**config.mk**
```make
export PLATFORM = sky130hd
export DESIGN_NAME = alu_multicycle
export DESIGN_NICKNAME = d
export VERILOG_FILES = /design/src/rtl/alu_multicycle_pkg.sv /design/src/rtl/alu_multicycle_div.sv /design/src/rtl/alu_multicycle.sv
export SDC_FILE = /design/constraint.sdc
export NUM_CORES = 2
export LEC_CHECK = 0
export BUFFER_PORTS_ARGS = -buffer_cell sky130_fd_sc_hd__clkbuf_2
export CORE_UTILIZATION = 40
export DETAILED_ROUTE_END_ITERATION = 6
export HOLD_SLACK_MARGIN = 0.15
export PLACE_DENSITY_LB_ADDON = 0.12
export SYNTH_ARGS = -nofsm -noshare
export SYNTH_HDL_FRONTEND = slang
export SYNTH_SLANG_ARGS = --single-unit
```
**constraint.sdc**
```tcl
create_clock -name clk -period 6.3 [get_ports clk]
set_input_delay 0.63 -clock clk [delete_from_list [all_inputs] [get_ports clk]]
set_output_delay 0.63 -clock clk [all_outputs]
set_load 0.05 [all_outputs]
```
**src/rtl/alu_multicycle_pkg.sv**
```systemverilog
// Shared op encodings, FSM states and flag payload for the multicycle EX ALU.
package alu_multicycle_pkg;

  localparam int unsigned WORD  = 64;
  localparam int unsigned CTL_W = 4;

  typedef enum logic [CTL_W-1:0] {
    ALU_AND  = 4'h0,
    ALU_OR   = 4'h1,
    ALU_ADD  = 4'h2,
    ALU_XOR  = 4'h3,
    ALU_LSL  = 4'h4,
    ALU_LSR  = 4'h5,
    ALU_SUB  = 4'h6,
    ALU_PASS = 4'h7,
    ALU_MUL  = 4'h8,
    ALU_UDIV = 4'h9,
    ALU_SDIV = 4'hA,
    ALU_ASR  = 4'hB,
    ALU_NOR  = 4'hC
  } alu_op_e;

  typedef enum logic [1:0] {
    ST_IDLE = 2'd0,
    ST_BUSY = 2'd1,
    ST_DONE = 2'd2
  } state_e;

  typedef struct packed {
    logic zero;
    logic negative;
    logic overflow;
    logic co;
  } alu_flags_t;

  // Ops that iterate one bit per cycle instead of finishing in one.
  function automatic logic is_iter_op(input alu_op_e op);
    return (op == ALU_MUL) || (op == ALU_UDIV) || (op == ALU_SDIV);
  endfunction

endpackage

```
**src/rtl/alu_multicycle_div.sv**
```systemverilog
// Unsigned restoring divider, one quotient bit per cycle; exposes next-step quotient.
module alu_iter_div
  import alu_multicycle_pkg::*;
#(
  parameter int unsigned WIDTH = WORD,
  parameter int unsigned CNT_W = $clog2(WIDTH)
) (
  input  logic             clk,
  input  logic             rst,
  input  logic             start,
  input  logic [WIDTH-1:0] dividend,
  input  logic [WIDTH-1:0] divisor,
  output logic [WIDTH-1:0] quot_c,
  output logic             done_c
);

  logic             running;
  logic [CNT_W-1:0] count;
  logic [WIDTH-1:0] rem;
  logic [WIDTH-1:0] quo;
  logic [WIDTH-1:0] dvs;
  logic [WIDTH:0]   shifted;
  logic [WIDTH:0]   trial;
  logic             fits;
  logic [WIDTH-1:0] rem_next;

  // Dividend bits shift out of quo into rem while quotient bits shift in.
  always_comb begin
    shifted  = {rem, quo[WIDTH-1]};
    trial    = shifted - {1'b0, dvs};
    fits     = ~trial[WIDTH];
    rem_next = fits ? trial[WIDTH-1:0] : shifted[WIDTH-1:0];
    quot_c   = {quo[WIDTH-2:0], fits};
    done_c   = running && (count == CNT_W'(WIDTH - 1));
  end

  always_ff @(posedge clk) begin
    if (rst) begin
      running <= 1'b0;
      count   <= '0;
      rem     <= '0;
      quo     <= '0;
      dvs     <= '0;
    end else if (start) begin
      running <= 1'b1;
      count   <= '0;
      rem     <= '0;
      quo     <= dividend;
      dvs     <= divisor;
    end else if (running) begin
      rem     <= rem_next;
      quo     <= quot_c;
      count   <= count + CNT_W'(1);
      if (done_c) running <= 1'b0;
    end
  end

endmodule

```
**src/rtl/alu_multicycle.sv**
```systemverilog
// Multicycle EX ALU: single-cycle logic/arith/shift ops plus iterative MUL/UDIV/SDIV
// behind valid/ready handshakes on request and result sides.
module alu_multicycle
  import alu_multicycle_pkg::*;
#(
  parameter int unsigned WIDTH   = WORD,
  parameter int unsigned SHAMT_W = $clog2(WIDTH)
) (
  input  logic             clk,
  input  logic             rst,
  input  logic             in_valid,
  output logic             in_ready,
  input  logic [WIDTH-1:0] a,
  input  logic [WIDTH-1:0] b,
  input  logic [CTL_W-1:0] ALUCtl,
  output logic             out_valid,
  input  logic             out_ready,
  output logic [WIDTH-1:0] ALUOut,
  output logic             Zero,
  output logic             Negative,
  output logic             Overflow,
  output logic             Co
);

  state_e             state, state_next;
  alu_op_e            op_in, op_q;
  logic               accept_c, load_res_c;
  logic [SHAMT_W-1:0] count;
  logic [SHAMT_W-1:0] shamt;
  logic [WIDTH-1:0]   mcand, mplier, acc, acc_next;
  logic               neg_q, bzero_q, sdiv_ovf_q;
  logic               div_start_c, div_done_c;
  logic [WIDTH-1:0]   div_dvd, div_dvs, quot_c;
  logic [WIDTH:0]     add_sum, sub_diff;
  logic [WIDTH-1:0]   simple_res, iter_res, res_c;
  logic               simple_ovf, simple_co, iter_ovf, ovf_c, co_c;
  alu_flags_t         flags_q;

  assign op_in = alu_op_e'(ALUCtl);
  assign shamt = b[SHAMT_W-1:0];

  // Next-state and control strobes.
  always_comb begin
    state_next = state;
    accept_c   = 1'b0;
    load_res_c = 1'b0;
    case (state)
      ST_IDLE: begin
        if (in_valid) begin
          accept_c = 1'b1;
          if (is_iter_op(op_in)) begin
            state_next = ST_BUSY;
          end else begin
            state_next = ST_DONE;
            load_res_c = 1'b1;
          end
        end
      end
      ST_BUSY: begin
        if ((op_q == ALU_MUL) ? (count == SHAMT_W'(WIDTH - 1)) : div_done_c) begin
          state_next = ST_DONE;
          load_res_c = 1'b1;
        end
      end
      ST_DONE: begin
        if (out_ready) state_next = ST_IDLE;
      end
      default: state_next = ST_IDLE;
    endcase
  end

  always_ff @(posedge clk) begin
    if (rst) begin
      state     <= ST_IDLE;
      in_ready  <= 1'b1;
      out_valid <= 1'b0;
    end else begin
      state     <= state_next;
      in_ready  <= (state_next == ST_IDLE);
      out_valid <= (state_next == ST_DONE);
    end
  end

  // Signed division runs on magnitudes; the sign is restored on the quotient.
  assign div_start_c = accept_c && ((op_in == ALU_UDIV) || (op_in == ALU_SDIV));
  assign div_dvd     = ((op_in == ALU_SDIV) && a[WIDTH-1]) ? (WIDTH'(0) - a) : a;
  assign div_dvs     = ((op_in == ALU_SDIV) && b[WIDTH-1]) ? (WIDTH'(0) - b) : b;

  alu_iter_div #(
    .WIDTH (WIDTH),
    .CNT_W (SHAMT_W)
  ) u_div (
    .clk      (clk),
    .rst      (rst),
    .start    (div_start_c),
    .dividend (div_dvd),
    .divisor  (div_dvs),
    .quot_c   (quot_c),
    .done_c   (div_done_c)
  );

  assign acc_next = acc + (mplier[0] ? mcand : '0);

  always_ff @(posedge clk) begin
    if (rst) begin
      op_q       <= ALU_AND;
      count      <= '0;
      mcand      <= '0;
      mplier     <= '0;
      acc        <= '0;
      neg_q      <= 1'b0;
      bzero_q    <= 1'b0;
      sdiv_ovf_q <= 1'b0;
    end else if (accept_c) begin
      op_q       <= op_in;
      count      <= '0;
      mcand      <= a;
      mplier     <= b;
      acc        <= '0;
      neg_q      <= a[WIDTH-1] ^ b[WIDTH-1];
      bzero_q    <= (b == '0);
      sdiv_ovf_q <= (a == {1'b1, {(WIDTH-1){1'b0}}}) && (b == '1);
    end else if (state == ST_BUSY) begin
      count      <= count + SHAMT_W'(1);
      acc        <= acc_next;
      mcand      <= mcand << 1;
      mplier     <= mplier >> 1;
    end
  end

  // Result and flag selection for the op that completes this cycle.
  always_comb begin
    add_sum    = {1'b0, a} + {1'b0, b};
    sub_diff   = {1'b0, a} - {1'b0, b};
    simple_res = '0;
    simple_ovf = 1'b0;
    simple_co  = 1'b0;
    case (op_in)
      ALU_AND:  simple_res = a & b;
      ALU_OR:   simple_res = a | b;
      ALU_XOR:  simple_res = a ^ b;
      ALU_NOR:  simple_res = ~(a | b);
      ALU_PASS: simple_res = b;
      ALU_LSL:  simple_res = a << shamt;
      ALU_LSR:  simple_res = a >> shamt;
      ALU_ASR:  simple_res = $unsigned($signed(a) >>> shamt);
      ALU_ADD: begin
        simple_res = add_sum[WIDTH-1:0];
        simple_co  = add_sum[WIDTH];
        simple_ovf = (a[WIDTH-1] == b[WIDTH-1]) && (add_sum[WIDTH-1] != a[WIDTH-1]);
      end
      ALU_SUB: begin
        simple_res = sub_diff[WIDTH-1:0];
        simple_co  = ~sub_diff[WIDTH];
        simple_ovf = (a[WIDTH-1] != b[WIDTH-1]) && (sub_diff[WIDTH-1] != a[WIDTH-1]);
      end
      default: simple_res = '0;
    endcase

    iter_res = '0;
    iter_ovf = 1'b0;
    case (op_q)
      ALU_MUL:  iter_res = acc_next;
      ALU_UDIV: iter_res = bzero_q ? '0 : quot_c;
      ALU_SDIV: begin
        iter_res = bzero_q ? '0 : (neg_q ? (WIDTH'(0) - quot_c) : quot_c);
        iter_ovf = sdiv_ovf_q;
      end
      default: iter_res = '0;
    endcase

    if (state == ST_IDLE) begin
      res_c = simple_res;
      ovf_c = simple_ovf;
      co_c  = simple_co;
    end else begin
      res_c = iter_res;
      ovf_c = iter_ovf;
      co_c  = 1'b0;
    end
  end

  always_ff @(posedge clk) begin
    if (rst) begin
      ALUOut  <= '0;
      flags_q <= '0;
    end else if (load_res_c) begin
      ALUOut           <= res_c;
      flags_q.zero     <= (res_c == '0);
      flags_q.negative <= res_c[WIDTH-1];
      flags_q.overflow <= ovf_c;
      flags_q.co       <= co_c;
    end
  end

  assign Zero     = flags_q.zero;
  assign Negative = flags_q.negative;
  assign Overflow = flags_q.overflow;
  assign Co       = flags_q.co;

endmodule

```
Word level (Yosys, flattened, before mapping)
Cells that the tools add are included.
{ "word_totals": {"register_bits": 476, "in_bits": 136, "output_inout_bits": 70, "elab_cells": 121} }
{ "op_classes": {"add_sub_neg": 9, "n_eq_ne": 26, "shift": 3, "mux": 36, "n_bitwise": 7, "n_reduce_logical": 19} }
{ "ops": {"columns": ["cell", "count"], "rows": [
  ["$mux 64", 14],
  ["$pmux 64 s10", 1],
  ["$pmux 64 s3", 1],
  ["$sub 1x64->64 const A", 3],
  ["$eq 64x64->1 const B", 2],
  ["$logic_not 64->1", 2],
  ["$add 64x64->65", 1],
  ["$sub 64x64->65", 1],
  ["$sub 65x64->65", 1],
  ["$add 64x64->64", 1],
  ["$and 64x64->64", 1],
  ["$not 64->64", 1],
  ["$or 64x64->64", 1],
  ["$shl 64x6->64", 1],
  ["$shr 64x6->64", 1],
  ["$sshr 64x6->64", 1],
  ["$xor 64x64->64", 1],
  ["$eq 4x4->1 const B", 8],
  ["$eq 4x3->1 const B", 4],
  ["$add 6x1->6 const B", 2],
  ["$eq 6x6->1 const B", 2],
  ["$mux 1", 12],
  ["$eq 4x2->1 const B", 2],
  ["$mux 2", 4],
  ["15 further kinds", 32]
]} }

Logic depth before layout (Yosys ltp)
{ "logic_depth": {"ltp_word": 8, "depth_mapped": 31, "mapped_depth_nobuf": 27} }

By module
A second synthesis with hierarchy kept.
{ "unflattened": {"hier_cells": 8021, "hier_area_um2": 56930.9} }
{ "modules_own_cells": {"columns": ["mod", "n_inst", "cells_each", "area_each_um2"], "rows": [
  ["alu_multicycle", 1, 6375, 44173.6],
  ["alu_iter_div", 1, 1646, 12757.2]
]} }

Worst setup path before layout
OpenSTA, ideal clock, no wires.
{ "synth_path": {"kind": "reg2reg", "from": "reg u_div.quo[63]", "to": "reg flags_q, in the netlist Zero", "setup_ns": 0.059, "arrival_ns": 6.522, "path_slack_ns": -0.281, "stages_incl_launch_ff": 31, "period_less_slack_ns": 6.581, "path_cell_list": "dfxtp_1 > inv_1 > ha_1 > fa_1 > nor2b_1 > o311a_1 > o21a_1 > a211o_1 > a21oi_1 > o21a_1 > buf_2 > xnor2_2 > inv_2 > clkbuf_1 > clkbuf_1 > clkbuf_1 > ha_1 > or4b_2 > or3_1 > o31ai_1 > or3_1 > o21ai_0 > a221o_1 > a211oi_1 > nand4_1 > nor4_1 > nand4_1 > nor4_1 > nand4_1 > nor3b_2 > a31o_1"} }
{ "synth_between": {"elab_chain_len": 8} }
{ "synth_lines": {"columns": ["element", "line", "text"], "rows": [
  ["start, declared", "alu_multicycle_div.sv:20", "logic [WIDTH-1:0] quo;"],
  ["start signal, assigned", "alu_multicycle_div.sv:48", "quo <= dividend;"],
  ["start signal, assigned", "alu_multicycle_div.sv:52", "quo <= quot_c;"],
  ["$sub 65x64->65 (*)", "alu_multicycle_div.sv:30", "trial = shifted - {1'b0, dvs};"],
  ["$not 1->1 (*)", "alu_multicycle_div.sv:31", "fits = ~trial[WIDTH];"],
  ["$sub 1x64->64", "alu_multicycle.sv:166", "iter_res = bzero_q ? '0 : (neg_q ? (WIDTH'(0) - quot_c) : quot_c);"],
  ["$mux 64 (2 in a row)", "alu_multicycle.sv:166", null],
  ["$pmux 64 s3 (*)", "alu_multicycle.sv:162", "case (op_q)"],
  ["$mux 64 (*)", "alu_multicycle.sv:172", "if (state == ST_IDLE) begin"],
  ["$logic_not 64->1 (*)", "alu_multicycle.sv:189", "flags_q.zero <= (res_c == '0);"],
  ["end, declared", "alu_multicycle.sv:37", "alu_flags_t flags_q;"]
]} }
Mark *: on every way between the ends. The rest lies on a longest branch, timed or not.
A chain may end at the register's enable or synchronous reset.

Final worst setup path
{ "layout_path": {"from": "reg mplier[0]", "to": "reg flags_q, in the netlist Zero"} }
{ "layout_between": {"elab_chain_len": 5} }
{ "layout_lines": {"columns": ["element", "line", "text"], "rows": [
  ["start, declared", "alu_multicycle.sv:30", "logic [WIDTH-1:0] mcand, mplier, acc, acc_next;"],
  ["start signal, assigned", "alu_multicycle.sv:127", "mplier <= mplier >> 1;"],
  ["$mux 64", "alu_multicycle.sv:102", "assign acc_next = acc + (mplier[0] ? mcand : '0);"],
  ["$add 64x64->64", "alu_multicycle.sv:102", null],
  ["$pmux 64 s3", "alu_multicycle.sv:162", null],
  ["$mux 64", "alu_multicycle.sv:172", null],
  ["$logic_not 64->1", "alu_multicycle.sv:189", null]
]} }
No other way between the ends.

==> flow_metrics.py <==
metrics = {
    "setup_path": {
        "crit_path_dat_ns": 6.74,
        "critical_path.endpoint_type": "flip-flop",
        "timing.critical_path.from_type": "flip-flop",
        "worst-r2r-setup-slack_ns": 0.15,
        "required_ns": 6.90,
        "timing.setup.critical_path_class": "flip-flop to flip-flop",
        "worstPathMaxFanout": 38,
    },
    "synthesis": {
        "synth_largest_type_area_fraction_pct": 17.3,
        "synth_xor_xnor_area_share_pct": 4.44,
        "post_synth_instance_area_um2": 54800,
        "yosys.area_share.adder_pct": 7.58,
        "synth_top_cells_by_area": "sky130_fd_sc_hd__dfxtp_1, sky130_fd_sc_hd__ha_1, sky130_fd_sc_hd__a21oi_1, sky130_fd_sc_hd__nand2_1, sky130_fd_sc_hd__mux4_2",
        "synth-simple-area-share_pct": 21.7,
        "synth_top_area_cell": "sky130_fd_sc_hd__dfxtp_1",
        "dominantRegCellSynth": "sky130_fd_sc_hd__dfxtp_1",
        "synth_edf_count": 0,
        "synth_async_sr_flop_share_pct": 0,
        "share_of_synthesized_area_spent_on_multiplexers_pct": 11.2,
        "synth.distinct_cells": 97,
        "yosysSeqAreaShare_pct": 17.3,
        "ys_ff_latch": 475,
        "synth_compound_gate_area_share_pct": 30.8,
        "mappedNetlistNets": 8074,
        "syn-instance-count": 7608,
        "synthesis.yosys.warnings": 0,
        "largest_family_of_logic_cells_by_synthesized_area": "compound AO/OA/AOI/OAI gates",
        "post_synth.cell_area_avg_um2": 7.21,
    },
    "sta": {
        "setup_viol_count_final": 0,
        "maxClockFrequency_mhz": 163,
        "maxSlewHeadroom_pct": 5.56,
        "skew_ns": 0.0738,
        "slew_at_the_pin_closest_to_its_max_slew_limit_ns": 1.41,
        "post-route-period-util_pct": 97.6,
        "report.final.slew_viol_count": 0,
        "final.min_clock_period_ns": 6.15,
        "setup_tns_ns": 0,
        "finalHoldViolations": 0,
    },
    "detailed_routing": {
        "antenna_violating_nets_post_route": 0,
        "drt-wirelength-per-cell_um": 36.7,
        "detail_route.wirelength_mm": 357,
        "via_per_inst": 6.97,
        "detail_route.drc_violations": 0,
        "detailroute.via_count": 67800,
        "drt_iter0_markers": 10900,
        "detail_route.first_pass.iterations": 7,
    },
    "clock_tree": {
        "maximum_level_of_the_cts_h_tree": 2,
        "worst_skew_pair.late_latency_ns": 0.73,
        "clkSinkCount": 475,
        "cts_root_buffer": "sky130_fd_sc_hd__clkbuf_16",
        "cts_tree": "done",
        "hold_buffers": 0,
        "cts-buffers-inserted": 58,
        "clkSlewWorstSetupHoldPaths_ns": 0.07,
        "cts_buffer_depth": 3,
    },
    "grt": {
        "first_global_vias": 61700,
        "grt_usage_pct": 49.5,
        "pin_count_of_the_biggest_net_entering_global_routing": 172,
        "grt.overflow.total": 0,
        "number_of_antenna_violations_at_the_first_check_in_global_routing": 33,
        "global_route_wire_length_before_repair_mm": 485,
    },
    "final_layout": {
        "mostFrequentLayoutCells": "sky130_fd_sc_hd__nand2_1, sky130_fd_sc_hd__nor2_1, sky130_fd_sc_hd__a21oi_1",
        "finalInstanceArea_um2": 63100,
        "fraction_of_layout_cells_with_a_size_suffix_above_1_pct": 16.4,
        "nets": 8351,
        "mostFrequentLayoutCell": "sky130_fd_sc_hd__nand2_1",
        "flow.area_growth_from_synthesis_pct": 15.0,
        "final-instance-count-excl-fill": 9724,
    },
    "floorplan": {
        "placement_rows": 135,
        "pin_count": 206,
        "dieWidth_um": 372,
        "initial_util_pct": 40.4,
        "dieHeight_um": 372,
        "die-area_um2": 139000,
        "core_area_um2": 136000,
    },
    "outcome": {
        "outcome": "complete, no violations",
    },
    "run": {
        "max_cap_viol_count": 0,
    },
    "power": {
        "clock_power_share_pct": 27.1,
        "p_comb_share_pct": 47.9,
        "power.switching_fraction_pct": 45.1,
        "p_per_area_nw_per_um2": 210,
        "cellInternalPower_w": 0.00727,
        "irDropWorstVdd_mv": 0.258,
        "pwr-share-seq_pct": 25.0,
        "netSwitchingPower_w": 0.00598,
        "p_leak_nw": 25.0,
    },
    "placement": {
        "place_congestion": 1.14,
        "dpl_cell_area_um2": 60800,
        "buffer_ports.inserted": 205,
        "dp.final_hpwl_mm": 281,
        "placed_cells": 9601,
    },
    "worst_hold_path": {
        "hold_path_class": "input pin to flip-flop",
    },
}
## cell usage after synthesis (all sizes together) (26+ instances only)
cell type,number
nand2,892
nor2,771
a21oi,722
clkbuf,497
dfxtp,475
o21ai,421
ha,326
inv,318
a211oi,239
mux2i,225
xnor2,220
a22oi,177
nor3,159
nand3,150
buf,147
mux4,137
a21o,111
nand4,107
and2,96
nor4,87
o211ai,87
a31oi,81
mux2,73
o31ai,64
or3,58
xor2,57
o21a,53
a221oi,52
o21bai,51
nor2b,50
nand2b,48
and3,47
a311oi,36
o22ai,35
o2111ai,34
o221ai,34
a222oi,30
o41ai,27
or2,26
or4,26
## stage by stage
| stage | hold slack, ns | worst slack (ns) | util, % | power (W) |
|---|---|---|---|---|
| final | 0.295 | 0.151 | 46.5 | 0.0133 |
| after global routing | 0.308 | -0.0618 | 46.4 | 0.0136 |
| after CTS | 0.269 | 0.0489 | 46.3 | 0.0129 |
| after detailed placement | 0.445 | -0.448 | 44.8 | 0.00931 |
| after global placement | 0.441 | -0.304 | 44.8 | 0.00932 |
| after floorplan | 0.431 | 0.00330 | - | 0.00668 |
## kinds of logic after synthesis
logic type | after synthesis
muxes | 435
adders and majority gates | 330
DFF | 475
xor gates and xnor gates | 277
AOI/OAI and AO/OA | 2536
buffers and inverters | 965
and+or+nand+nor | 2590
## cell type report
| cell class | instances | area [µm²] |
|---|---|---|
| sequential | 475 | 9520 |
| clock buffer | 75 | 1630 |
| antenna | 15 | 37.5 |
| inverter | 321 | 1210 |
| multi-input combinational | 6168 | 41900 |
| clock inverter | 28 | 399 |
| tap | 1781 | 2230 |
| fill | 14000 | 72700 |
| timing repair buffer | 861 | 6140 |
## per-layer routing
layer,up-vias,track usage (%),routed length (µm)
met4,18,38.0,32700
met5,-,0.524,102
met2,5197,65.6,135000
li1,28700,-,-
met3,1117,17.4,51300
met1,32800,64.5,138000
## sequential cells by signal (all words and copies together) (netlist names), 2 cells and up
| name | count |
|---|---|
| ALUOut | 64 |
| acc | 64 |
| count | 6 |
| mcand | 64 |
| mplier | 64 |
| op_q | 4 |
| state | 2 |
| u_div.count | 6 |
| u_div.dvs | 64 |
| u_div.quo | 64 |
| u_div.rem | 64 |
## worst max-delay path: stages (launching register included)
cell and delay, ns:
sky130_fd_sc_hd__dfxtp_2 0.70, sky130_fd_sc_hd__and2_1 0.22, sky130_fd_sc_hd__ha_1 0.19, sky130_fd_sc_hd__inv_1 0.07, sky130_fd_sc_hd__fa_1 0.42, sky130_fd_sc_hd__nor2b_1 0.19, sky130_fd_sc_hd__o31ai_1 0.12, sky130_fd_sc_hd__a31oi_1 0.20
sky130_fd_sc_hd__buf_4 0.18, sky130_fd_sc_hd__a211o_1 0.30, sky130_fd_sc_hd__o21ai_0 0.24, sky130_fd_sc_hd__o31ai_1 0.91, sky130_fd_sc_hd__a21oi_1 0.18, sky130_fd_sc_hd__xnor2_1 0.92, sky130_fd_sc_hd__a221oi_1 0.29, sky130_fd_sc_hd__and2_1 0.23
sky130_fd_sc_hd__nand4_1 0.11, sky130_fd_sc_hd__nor4_2 0.05, sky130_fd_sc_hd__buf_4 0.14, sky130_fd_sc_hd__nand4_1 0.10, sky130_fd_sc_hd__nor3b_2 0.06, sky130_fd_sc_hd__a31o_1 0.18
## power groups by stage
stage	registers, W	clock network, W	logic (W)
finish	0.00331	0.00360	0.00635
global route	0.00333	0.00375	0.00650
CTS	0.00330	0.00364	0.00599
detailed placement	0.00337	0	0.00594
global placement	0.00336	0	0.00596
floorplan	0.00345	0	0.00324
## final timing paths
| path | from | end | cells after the start |
|---|---|---|---|
| min | out_ready | state[1] | 3 |
| max reg2reg | mplier[0] | Zero | 21 |
| min reg2reg | u_div.dvs[61] | u_div.dvs[61] | 2 |
| max | mplier[0] | Zero | 21 |
## timing repair
item,in CTS,in global routing
cloned,0,0
pin swaps,8,28
setup buffers,3,4
setup endpoints to repair,1,1
gates resized for setup,12,33
Note: power is estimated with default switching activity, not from simulation.
